===== config.mk =====
export PLATFORM = sky130hd
export DESIGN_NAME = mem_port_arbiter
export DESIGN_NICKNAME = d
export VERILOG_FILES = /design/src/rtl/mem_port_arbiter.sv
export SDC_FILE = /design/constraint.sdc
export NUM_CORES = 1
export LEC_CHECK = 0
export CAP_MARGIN = 20
export CORE_AREA = 8 8 99 101
export CTS_BUF_LIST = sky130_fd_sc_hd__clkbuf_16
export DETAILED_ROUTE_END_ITERATION = 10
export DIE_AREA = 0 0 107 109
export PLACE_DENSITY = 0.81
export REMOVE_ABC_BUFFERS = 1
export SETUP_SLACK_MARGIN = 0.1
export SYNTH_ARGS = -nofsm -noshare
export SYNTH_HDL_FRONTEND = slang
export SYNTH_SLANG_ARGS = --single-unit

===== constraint.sdc =====
create_clock -name CLK -period 2.4 [get_ports CLK]
set_clock_uncertainty 0.05 [all_clocks]
set_input_delay 0.48 -clock CLK [delete_from_list [all_inputs] [get_ports CLK]]
set_output_delay 0.48 -clock CLK [all_outputs]
set_load 0.03 [all_outputs]

===== src/rtl/mem_port_arbiter.sv =====
// Arbitrates one single-port synchronous memory between the boot loader, the data port and fetch.
// Loader owns the memory until ld_done; afterwards data wins, except that a starved fetch is promoted.
//
// state | meaning
// BOOT  | only loader writes are served, data and fetch are held off
// RUN   | data/fetch arbitration with starvation guard, loader ignored
module mem_port_arbiter #(
  parameter int ADDR_W     = 16,
  parameter int DATA_W     = 32,
  parameter int STARVE_LIM = 4
) (
  input  logic              CLK,
  input  logic              nRST,
  input  logic              ld_req,
  input  logic [ADDR_W-1:0] ld_addr,
  input  logic [DATA_W-1:0] ld_wdata,
  input  logic              ld_done,
  output logic              ld_gnt,
  input  logic              d_req,
  input  logic              d_we,
  input  logic [ADDR_W-1:0] d_addr,
  input  logic [DATA_W-1:0] d_wdata,
  output logic              d_gnt,
  output logic              d_rvalid,
  output logic [DATA_W-1:0] d_rdata,
  input  logic              f_req,
  input  logic [ADDR_W-1:0] f_addr,
  output logic              f_gnt,
  output logic              f_rvalid,
  output logic [DATA_W-1:0] f_rdata,
  output logic              mem_en,
  output logic              mem_we,
  output logic [ADDR_W-1:0] mem_addr,
  output logic [DATA_W-1:0] mem_wdata,
  input  logic [DATA_W-1:0] mem_rdata,
  output logic              booting
);

  typedef enum logic {BOOT, RUN} state_t;

  localparam logic [3:0] LIM = 4'(STARVE_LIM);

  state_t     state;
  logic [3:0] starve_cnt;
  logic       in_boot;
  logic       in_run;
  logic       promote;

  // Gating with nRST keeps every strobe low while reset is held, whatever the state register holds.
  assign in_boot = nRST && (state == BOOT);
  assign in_run  = nRST && (state == RUN);
  assign promote = in_run && f_req && (starve_cnt == LIM);

  assign ld_gnt  = in_boot & ld_req;
  assign d_gnt   = in_run & d_req & ~promote;
  assign f_gnt   = in_run & f_req & (promote | ~d_req);
  assign mem_en  = ld_gnt | d_gnt | f_gnt;
  assign mem_we  = in_boot | (d_gnt & d_we);
  assign booting = ~nRST | (state == BOOT);
  assign d_rdata = mem_rdata;
  assign f_rdata = mem_rdata;

  always_comb begin
    mem_addr  = '0;
    mem_wdata = '0;
    if (in_boot) begin
      mem_addr  = ld_addr;
      mem_wdata = ld_wdata;
    end else if (d_gnt) begin
      mem_addr  = d_addr;
      mem_wdata = d_wdata;
    end else if (f_gnt) begin
      mem_addr  = f_addr;
    end
  end

  always_ff @(posedge CLK) begin
    if (!nRST) begin
      state      <= BOOT;
      starve_cnt <= '0;
      d_rvalid   <= 1'b0;
      f_rvalid   <= 1'b0;
    end else begin
      if ((state == BOOT) && ld_done) begin
        state <= RUN;
      end
      d_rvalid <= d_gnt & ~d_we;
      f_rvalid <= f_gnt;
      if (f_gnt) begin
        starve_cnt <= '0;
      end else if (in_run && f_req && (starve_cnt != LIM)) begin
        starve_cnt <= starve_cnt + 4'd1;
      end
    end
  end

endmodule


== Yosys cells after proc, flatten, opt, wreduce, memory -nomap -nowiden ==
Index checks and enable logic that the tools add are counted.

* Output and inout bits: 120
* Input bits: 151
* Register bits after elaboration: 7
* Word-level logic and storage cells: 36

* Bitwise logic cells: 17
* Add/sub/neg operators: 1
* Multiplexer cells: 5
* Eq/ne operators: 2
* Reduce and logical (&&, ||, !) cells: 7

{| class="wikitable"
|+ Operators with widths
! operator !! count
|-
| 32-bit two-way mux || 2
|-
| 16-bit two-way mux || 3
|-
| 1-bit bitwise AND || 7
|-
| 1-bit logical AND || 6
|-
| 1-bit inverter || 5
|-
| 1-bit bitwise OR || 5
|-
| 4-bit by 1-bit adder with 4-bit output (second input constant) || 1
|-
| 4-bit by 3-bit equality test with 1-bit output (second input constant) || 1
|-
| 4-bit by 3-bit inequality test with 1-bit output (second input constant) || 1
|-
| 2-bit OR reduction || 1
|}

== Longest topological paths before layout ==
Gate-level depths: netlist (run 1).

* Depth in word-level cells: 8
* Gate-level depth with buffers: 7
* Depth with buffers taken out: 5

== Worst setup path before layout (run 1) ==
No wires, ideal clock.

* Path kind: input -> output
* Start: in d_req
* End: out mem_wdata[24]
* Setup slack: 0.176 ns
* Data arrival time: 1.694 ns
* Required time: 1.870 ns
* Buffers on the path: 3
* Stages: 5
* Cell sequence: clkbuf_1 -> o2111a_1 -> buf_6 -> buf_2 -> a22o_1

* Longest elaborated chain between the ends: 4

{| class="wikitable"
|+ Ends and longest elaborated chain
! item !! line !! text
|-
| start: declaration || 19 || <nowiki>input logic d_req,</nowiki>
|-
| 1-bit bitwise AND (2 in series) || 55 || <nowiki>assign d_gnt = in_run & d_req & ~promote;</nowiki>
|-
| named net d_gnt || 23 || <nowiki>output logic d_gnt,</nowiki>
|-
| 32-bit two-way mux || 69 || <nowiki>end else if (d_gnt) begin</nowiki>
|-
| 32-bit two-way mux || 66 || <nowiki>if (in_boot) begin</nowiki>
|-
| end: declaration || 34 || <nowiki>output logic [DATA_W-1:0] mem_wdata,</nowiki>
|}

The timed path passes the listed nets, and every way through them passes these cells.

== Final worst setup path (run 1) ==
* Start: reg starve_cnt[1]
* End: out mem_addr[0]

* Longest elaborated chain between the ends: 7
* Elaborated cells between the ends (all ways): 9
* Classes of those cells: eq/ne (1); mux (3); bitwise (4); reduce/logical (1)

{| class="wikitable"
|+ Ends and longest elaborated chain
! item !! line !! text
|-
| start: declaration || 44 || <nowiki>logic [3:0] starve_cnt;</nowiki>
|-
| start signal: assignment || 92 || <nowiki>starve_cnt <= starve_cnt + 4'd1;</nowiki>
|-
| 4-bit by 3-bit equality test with 1-bit output * || 52 || <nowiki>assign promote = in_run && f_req && (starve_cnt == LIM);</nowiki>
|-
| 1-bit logical AND * || 52 ||
|-
| 1-bit bitwise OR || 56 || <nowiki>assign f_gnt = in_run & f_req & (promote | ~d_req);</nowiki>
|-
| 1-bit bitwise AND || 56 ||
|-
| 16-bit two-way mux || 72 || <nowiki>end else if (f_gnt) begin</nowiki>
|-
| 16-bit two-way mux * || 69 ||
|-
| 16-bit two-way mux * || 66 ||
|-
| end: declaration || 33 || <nowiki>output logic [ADDR_W-1:0] mem_addr,</nowiki>
|}

Every way passes the cells marked *; elsewhere a longest branch is shown, timed or not.

==> results of run 1 <==
## registers in the layout (all words and copies together), names as in the netlist
register    count
starve_cnt      4
f_rvalid        1
state           1
d_rvalid        1
## logic make-up after synthesis
group	synth area share
buffers and inverters	0.386
AOI/OAI and AO/OA	0.334
and+or+nand+nor	0.168
DFF	0.0946
adders and majority gates	0.0169
## stage by stage
step	setup slack [ns]	utilization	instance area [sq um]	hold slack, ns
after detailed placement	-0.161	0.359	3010	0.461
final	-0.00889	0.405	3390	0.470
after floorplan	-0.864	-	921	0.429
after global routing	-0.0624	0.405	3390	0.503
after CTS	-0.0255	0.407	3410	0.474
after global placement	-0.138	0.359	3010	0.452
## critical path, stage by stage (launching register included)
cell	delay [ns]
dfxtp_2	0.31
inv_2	0.06
ha_4	0.14
nand3b_4	0.07
o2111a_2	0.36
buf_12	0.18
a221o_1	0.36
buf_12	0.16
## timing repair
action,4_1_cts,5_1_grt
endpoints found under the setup margin,50,51
hold buffers,0,0
resized for setup,43,3
pin swaps,38,2
setup buffers,6,0
cloned,4,0
endpoints found under the hold margin,0,0
## power by group
part / switching [mW] / internal [mW] / total (mW)
registers: 0.00324 / 0.120 / 0.123
clock network: 0.0674 / 0.217 / 0.284
logic: 0.282 / 0.402 / 0.684
total: 0.353 / 0.739 / 1.09
## cell type report
class / count / share of cell area
repair buffers: 195 / 0.639
multi-input cells: 96 / 0.252
flip-flops and latches: 7 / 0.0420
well taps: 108 / 0.0398
clock buffers: 3 / 0.0221
inverters: 3 / 0.00332
clock inverters: 1 / 0.00111
## synthesized netlist by cell type
| cell | n | area share |
|---|---|---|
| a21boi_0 | 2 | 0.010 |
| a21o_1 | 1 | 0.0051 |
| a21oi_1 | 1 | 0.0034 |
| a21oi_2 | 1 | 0.0059 |
| a221o_1 | 16 | 0.11 |
| a22o_1 | 32 | 0.19 |
| and2_1 | 17 | 0.072 |
| and3_1 | 1 | 0.0042 |
| and4b_1 | 1 | 0.0068 |
| buf_2 | 4 | 0.014 |
| buf_4 | 64 | 0.32 |
| buf_6 | 3 | 0.023 |
| clkbuf_1 | 7 | 0.018 |
| dfxtp_1 | 7 | 0.095 |
| ha_1 | 2 | 0.017 |
| inv_1 | 3 | 0.0076 |
| nand2_1 | 3 | 0.0076 |
| nand3_1 | 6 | 0.020 |
| nand3b_4 | 1 | 0.014 |
| nand4_1 | 5 | 0.021 |
| nand4b_1 | 1 | 0.0059 |
| nor2b_1 | 3 | 0.013 |
| o2111a_1 | 1 | 0.0076 |
| o21a_1 | 1 | 0.0051 |
| or3_1 | 1 | 0.0042 |
## final timing paths
kind / start / end
min reg2reg: starve_cnt[3] / starve_cnt[3]
min: starve_cnt[3] / starve_cnt[3]
max reg2reg: starve_cnt[1] / d_rvalid
max: starve_cnt[1] / mem_addr[0]
## placed cells by master, fill, tap and decap left out
| master | netlist | final |
|---|---|---|
| or3_4 | 0 | 1 |
| nand3b_4 | 1 | 1 |
| clkbuf_16 | 0 | 3 |
| nor2b_4 | 0 | 1 |
| buf_16 | 0 | 2 |
| dfxtp_2 | 0 | 2 |
| a22o_1 | 32 | 25 |
| nor2b_1 | 3 | 2 |
| nand2_1 | 3 | 3 |
| dfxtp_1 | 7 | 5 |
| nand3_1 | 6 | 6 |
| a21boi_0 | 2 | 2 |
| nand4b_1 | 1 | 1 |
| nand4_1 | 5 | 5 |
| and4b_1 | 1 | 1 |
| dlygate4sd2_1 | 0 | 3 |
| a221o_1 | 16 | 16 |
| buf_12 | 0 | 22 |
| a21oi_1 | 1 | 1 |
| ha_4 | 0 | 1 |
| clkdlybuf4s50_1 | 0 | 117 |
| and2_1 | 17 | 17 |
| a21o_1 | 1 | 1 |
| buf_4 | 64 | 26 |
| o21a_1 | 1 | 1 |
| a22o_4 | 0 | 7 |
| o2111a_2 | 0 | 1 |
| buf_6 | 3 | 25 |
| inv_2 | 0 | 2 |
| and3_1 | 1 | 1 |
| inv_1 | 3 | 2 |
| a21oi_2 | 1 | 1 |
| ha_1 | 2 | 1 |
## layer usage
metal / track usage / vias to the layer above / wire (um)
li1: - / 858 / -
met1: 0.174 / 849 / 3820
met2: 0.296 / 215 / 5070
met3: 0.174 / 10 / 2460
met4: 0.0241 / 2 / 82
met5: 0.0504 / - / 62
==> run metrics, run 1 <==
fraction of layout cells with a size suffix above 1 0.311; failing checks setup timing; # diodes 0; drt drc 0; nets 459; Final Hold Fails 0; Min-Delay Path Depth 2; leak pwr 1.44 nW; final period utilization 1.00; routed vias/inst 4.68; PwrDens 322 nW/um^2; DR WL/cell 27.8 um; via count 1934; CP required 1.87 ns; FP Rows 34; area delta synth->final 129%; global-route wire length before repair 15700 um; gr ovfl total 0; die width 107 um; critical-path maximum fanout 8; fin. max-slew vios 0; vias in the first global route 2298; Synth Instances 184; VDD IR max 0.000187 V; CTS Buffer Depth 2; Max-slew headroom 0.783; placed insts 400; io pins 271; DRT iter0 DRCs 56; Ys Warns 0; Mean Syn Cell Area 8.05 sq um; DPL Wire Length 9980 um; Final Power 1.09 mW; FF+latch area 143 sq um; clock latency at the later pin of the worst-skew pair 0.23 ns; Synth cell types 25; final std cells w/o fill 413; final count of negative-setup-slack endpoints 4; starting density of the core 0.177; clock root buffer master clkbuf_16; Tot GR Track Use 0.186; Total Die Area 11700 sq um; Yosys reg bits 7; f_max 415 MHz; H-tree depth 1; pin count of the biggest net entering global routing 27; CTS buffer count 3; area occupied by multi-input gates 857 sq um; Sink Count 7; TritonCTS clock tree built; Worst-path clk slew 0.04 ns; number of max-cap violations 0; CORE AREA 8380 sq um; reg2reg path depth 6; status complete, but fails checks; CP endpoint kind primary output; final setup margin -0.00889 ns; post-synthesis sequential area ratio 0.0946; min-delay worst type flop to flop; 1st-pass router iterations 4; Reg2Reg Setup Slack 0.98 ns; CP arrival 1.88 ns; TNS Setup -0.0172 ns; minimum clock period 2.41 ns; WL final 11500 um; filler instances 805; CP Launch Type flop; gpl congestion 0.845; Post-Syn Area 1480 sq um; unrepaired setup endpoints after global routing yes; WS Path Type flop to primary output; Port Buf Inserts 174; Die Y 109 um; number of nets with antenna violations after routing 0; slew at the pin with the worst max-slew slack 0.324 ns; initial antenna violation count 0
Note: power is estimated with default switching activity, not from simulation.
==> run 2, diff against run 1 <==
- CAP_MARGIN: 20 -> not set
- GPL_TIMING_DRIVEN: not set -> 1
==> results of run 2 <==
The final DEF is identical to that of run 1; final timing and power are the same.
==> run 3, diff against run 2 <==
- GPL_TIMING_DRIVEN: 1 -> 0
- PLACE_DENSITY: 0.81 -> 0.78
==> run 3 against run 2 <==
Net effect:
- the flow still finishes with violations (setup timing)
- sequential power hardly changed
- die area stayed put
- clock-buffer cell count unchanged
- power decreased by 4.0%
- non-clock buffer count stayed put
- via count increased by 2.0%
- utilization decreased by 1.3 points
- first-iteration DRC count fell by 30%
- cell area is 3.2% lower
- critical endpoint is now mem_addr[4]
==> run metrics, run 3 (same netlist as run 1, synthesis figures left out) <==
status complete, but fails checks (unchanged); failing checks setup timing (unchanged); crit path cell chain inv_4 > ha_4 > nand3b_4 > o2111a_2 > bufbuf_16 > a221o_1 > buf_6 (was inv_2 > ha_4 > nand3b_4 > o2111a_2 > buf_12 > a221o_1 > buf_12); initial antenna violation count 0 (unchanged); filler instances 829 (was 805); Die Y 109 um (unchanged); final count of negative-setup-slack endpoints 18 (was 4); slew at the pin with the worst max-slew slack 0.438 ns (was 0.324 ns); CP required 1.87 ns (about the same); FP Rows 34 (unchanged); fin. max-slew vios 0 (unchanged); hold_buf cts 0 (unchanged); clock root buffer master clkbuf_16 (unchanged); routed vias/inst 4.74 (was 4.68); minimum clock period 2.51 ns (was 2.41 ns); CP Launch Type flop (unchanged); WS Path Type flop to primary output (unchanged); buffers and inverters on the worst path 3 (unchanged); number of max-cap violations 0 (unchanged); Worst-path clk slew 0.04 ns (about the same); commonest non-fill, non-tap cell in the layout clkdlybuf4s50_1 (unchanged); drt drc 0 (unchanged); starting density of the core 0.177 (unchanged); Total Die Area 11700 sq um (unchanged); unrepaired setup endpoints after global routing yes (unchanged); global-route wire length before repair 16100 um (was 15700 um); nets 462 (was 459); fraction of layout cells with a size suffix above 1 0.308 (was 0.311); H-tree depth 1 (unchanged); Setup WS pre-CTS -1.35 ns (was -0.161 ns); gpl congestion 0.818 (was 0.845); Final Hold Fails 0 (unchanged); TritonCTS clock tree built (unchanged); PwrDens 319 nW/um^2 (was 322 nW/um^2); Tot GR Track Use 0.193 (was 0.186); die width 107 um (unchanged); DPL Wire Length 9780 um (was 9980 um); max reg flops 4 (unchanged); highest-delay cell along the critical path dfxtp_4 (was o2111a_2); VDD IR max 0.000164 V (was 0.000187 V); Biggest register starve_cnt (unchanged); io pins 271 (unchanged); pin count of the biggest net entering global routing 32 (was 27); area delta synth->final 122% (was 129%); fin util 0.392 (was 0.405); kind of cell adding the most delay to the critical path compound AO/OA/AOI/OAI gates (unchanged); final period utilization 1.04 (was 1.00); min-delay worst type flop to flop (unchanged); critical-path maximum fanout 7 (was 8); number of nets with antenna violations after routing 0 (unchanged); via count 1973 (was 1934); vias in the first global route 2250 (was 2298); most frequent cells in the layout clkdlybuf4s50_1 (118), buf_6 (42), a22o_1 (32) (was clkdlybuf4s50_1 (117), buf_4 (26), a22o_1 (25), buf_6 (25), buf_12 (22)); DRT iter0 DRCs 39 (was 56); Sink Count 7 (unchanged); leak pwr 1.39 nW (was 1.44 nW); f_max 399 MHz (was 415 MHz); Port Buf Inserts 174 (unchanged); gr ovfl total 0 (unchanged); Final Power 1.05 mW (was 1.09 mW); DR WL/cell 28.9 um (was 27.8 um); CP endpoint kind primary output (unchanged); CORE AREA 8380 sq um (unchanged); CP arrival 1.98 ns (was 1.88 ns); final setup margin -0.105 ns (was -0.00889 ns); clock latency at the later pin of the worst-skew pair 0.23 ns (about the same); WL final 12000 um (was 11500 um); Max-slew headroom 0.707 (was 0.783); 1st-pass router iterations 4 (unchanged); # diodes 0 (unchanged); CTS Buffer Depth 2 (unchanged); Worst path max stage delay 0.35 ns (was 0.36 ns); CTS buffer count 3 (unchanged)
-- run 3: worst paths after layout --
| kind | from | slack (ns) | to | depth (start not counted) |
|---|---|---|---|---|
| min reg2reg | starve_cnt[3] | 0.47 | starve_cnt[3] | 2 |
| max | starve_cnt[1] | -0.11 | mem_addr[4] | 7 |
| min | starve_cnt[3] | 0.47 | starve_cnt[3] | 2 |
| max reg2reg | starve_cnt[1] | 0.99 | d_rvalid | 6 |
-- run 3: layer usage --
layer  up-vias  GRT usage  part of all wire
li1        876          -                 -
met1       895      0.198              0.35
met2       193      0.296              0.43
met3         7      0.169              0.21
met4         2     0.0241            0.0045
met5         -     0.0546            0.0051
-- run 3: per-stage QoR --
stage,TNS (ns),hold slack (ns),cell area (sq um),cells
6_report,-0.993,0.467,3290,416
2_1_floorplan,-29.21,0.429,921,106
3_3_place_gp,-144.48,0.450,2800,388
3_5_place_dp,-56.86,0.461,2860,390
4_1_cts,-1.65,0.466,3030,408
5_1_grt,-2.61,0.491,3290,416
-- run 3: area by class of cell --
class                      instances  area (sq um)  share of cell area
timing repair buffer             195          2070               0.628
clock buffer                       3          75.1              0.0228
clock inverter                     1          3.75             0.00114
sequential                         7           149              0.0453
multi-input combinational         99           842               0.256
inverter                           3          16.3             0.00495
tap                              108           135              0.0411
-- run 3: worst register-to-register path, stage by stage (launching register included) --
cell and delay, ns:
dfxtp_4 0.35, inv_4 0.06, ha_4 0.13, nand3b_4 0.08, buf_4 0.17, o2111a_2 0.31
nor2b_1 0.15
-- run 3: what timing repair did --
action / CTS / global route
gates resized for setup: 325 / 78
pin swaps: 7 / 35
setup endpoints to repair: 54 / 51
gates cloned: 5 / 3
setup buffers: 9 / 7
-- run 3: report_power, final --
group / internal (mW) / switching, mW / leakage (nW)
combinational: 0.362 / 0.277 / 1.29
clock: 0.217 / 0.0687 / 0.0423
sequential: 0.118 / 0.00500 / 0.0586
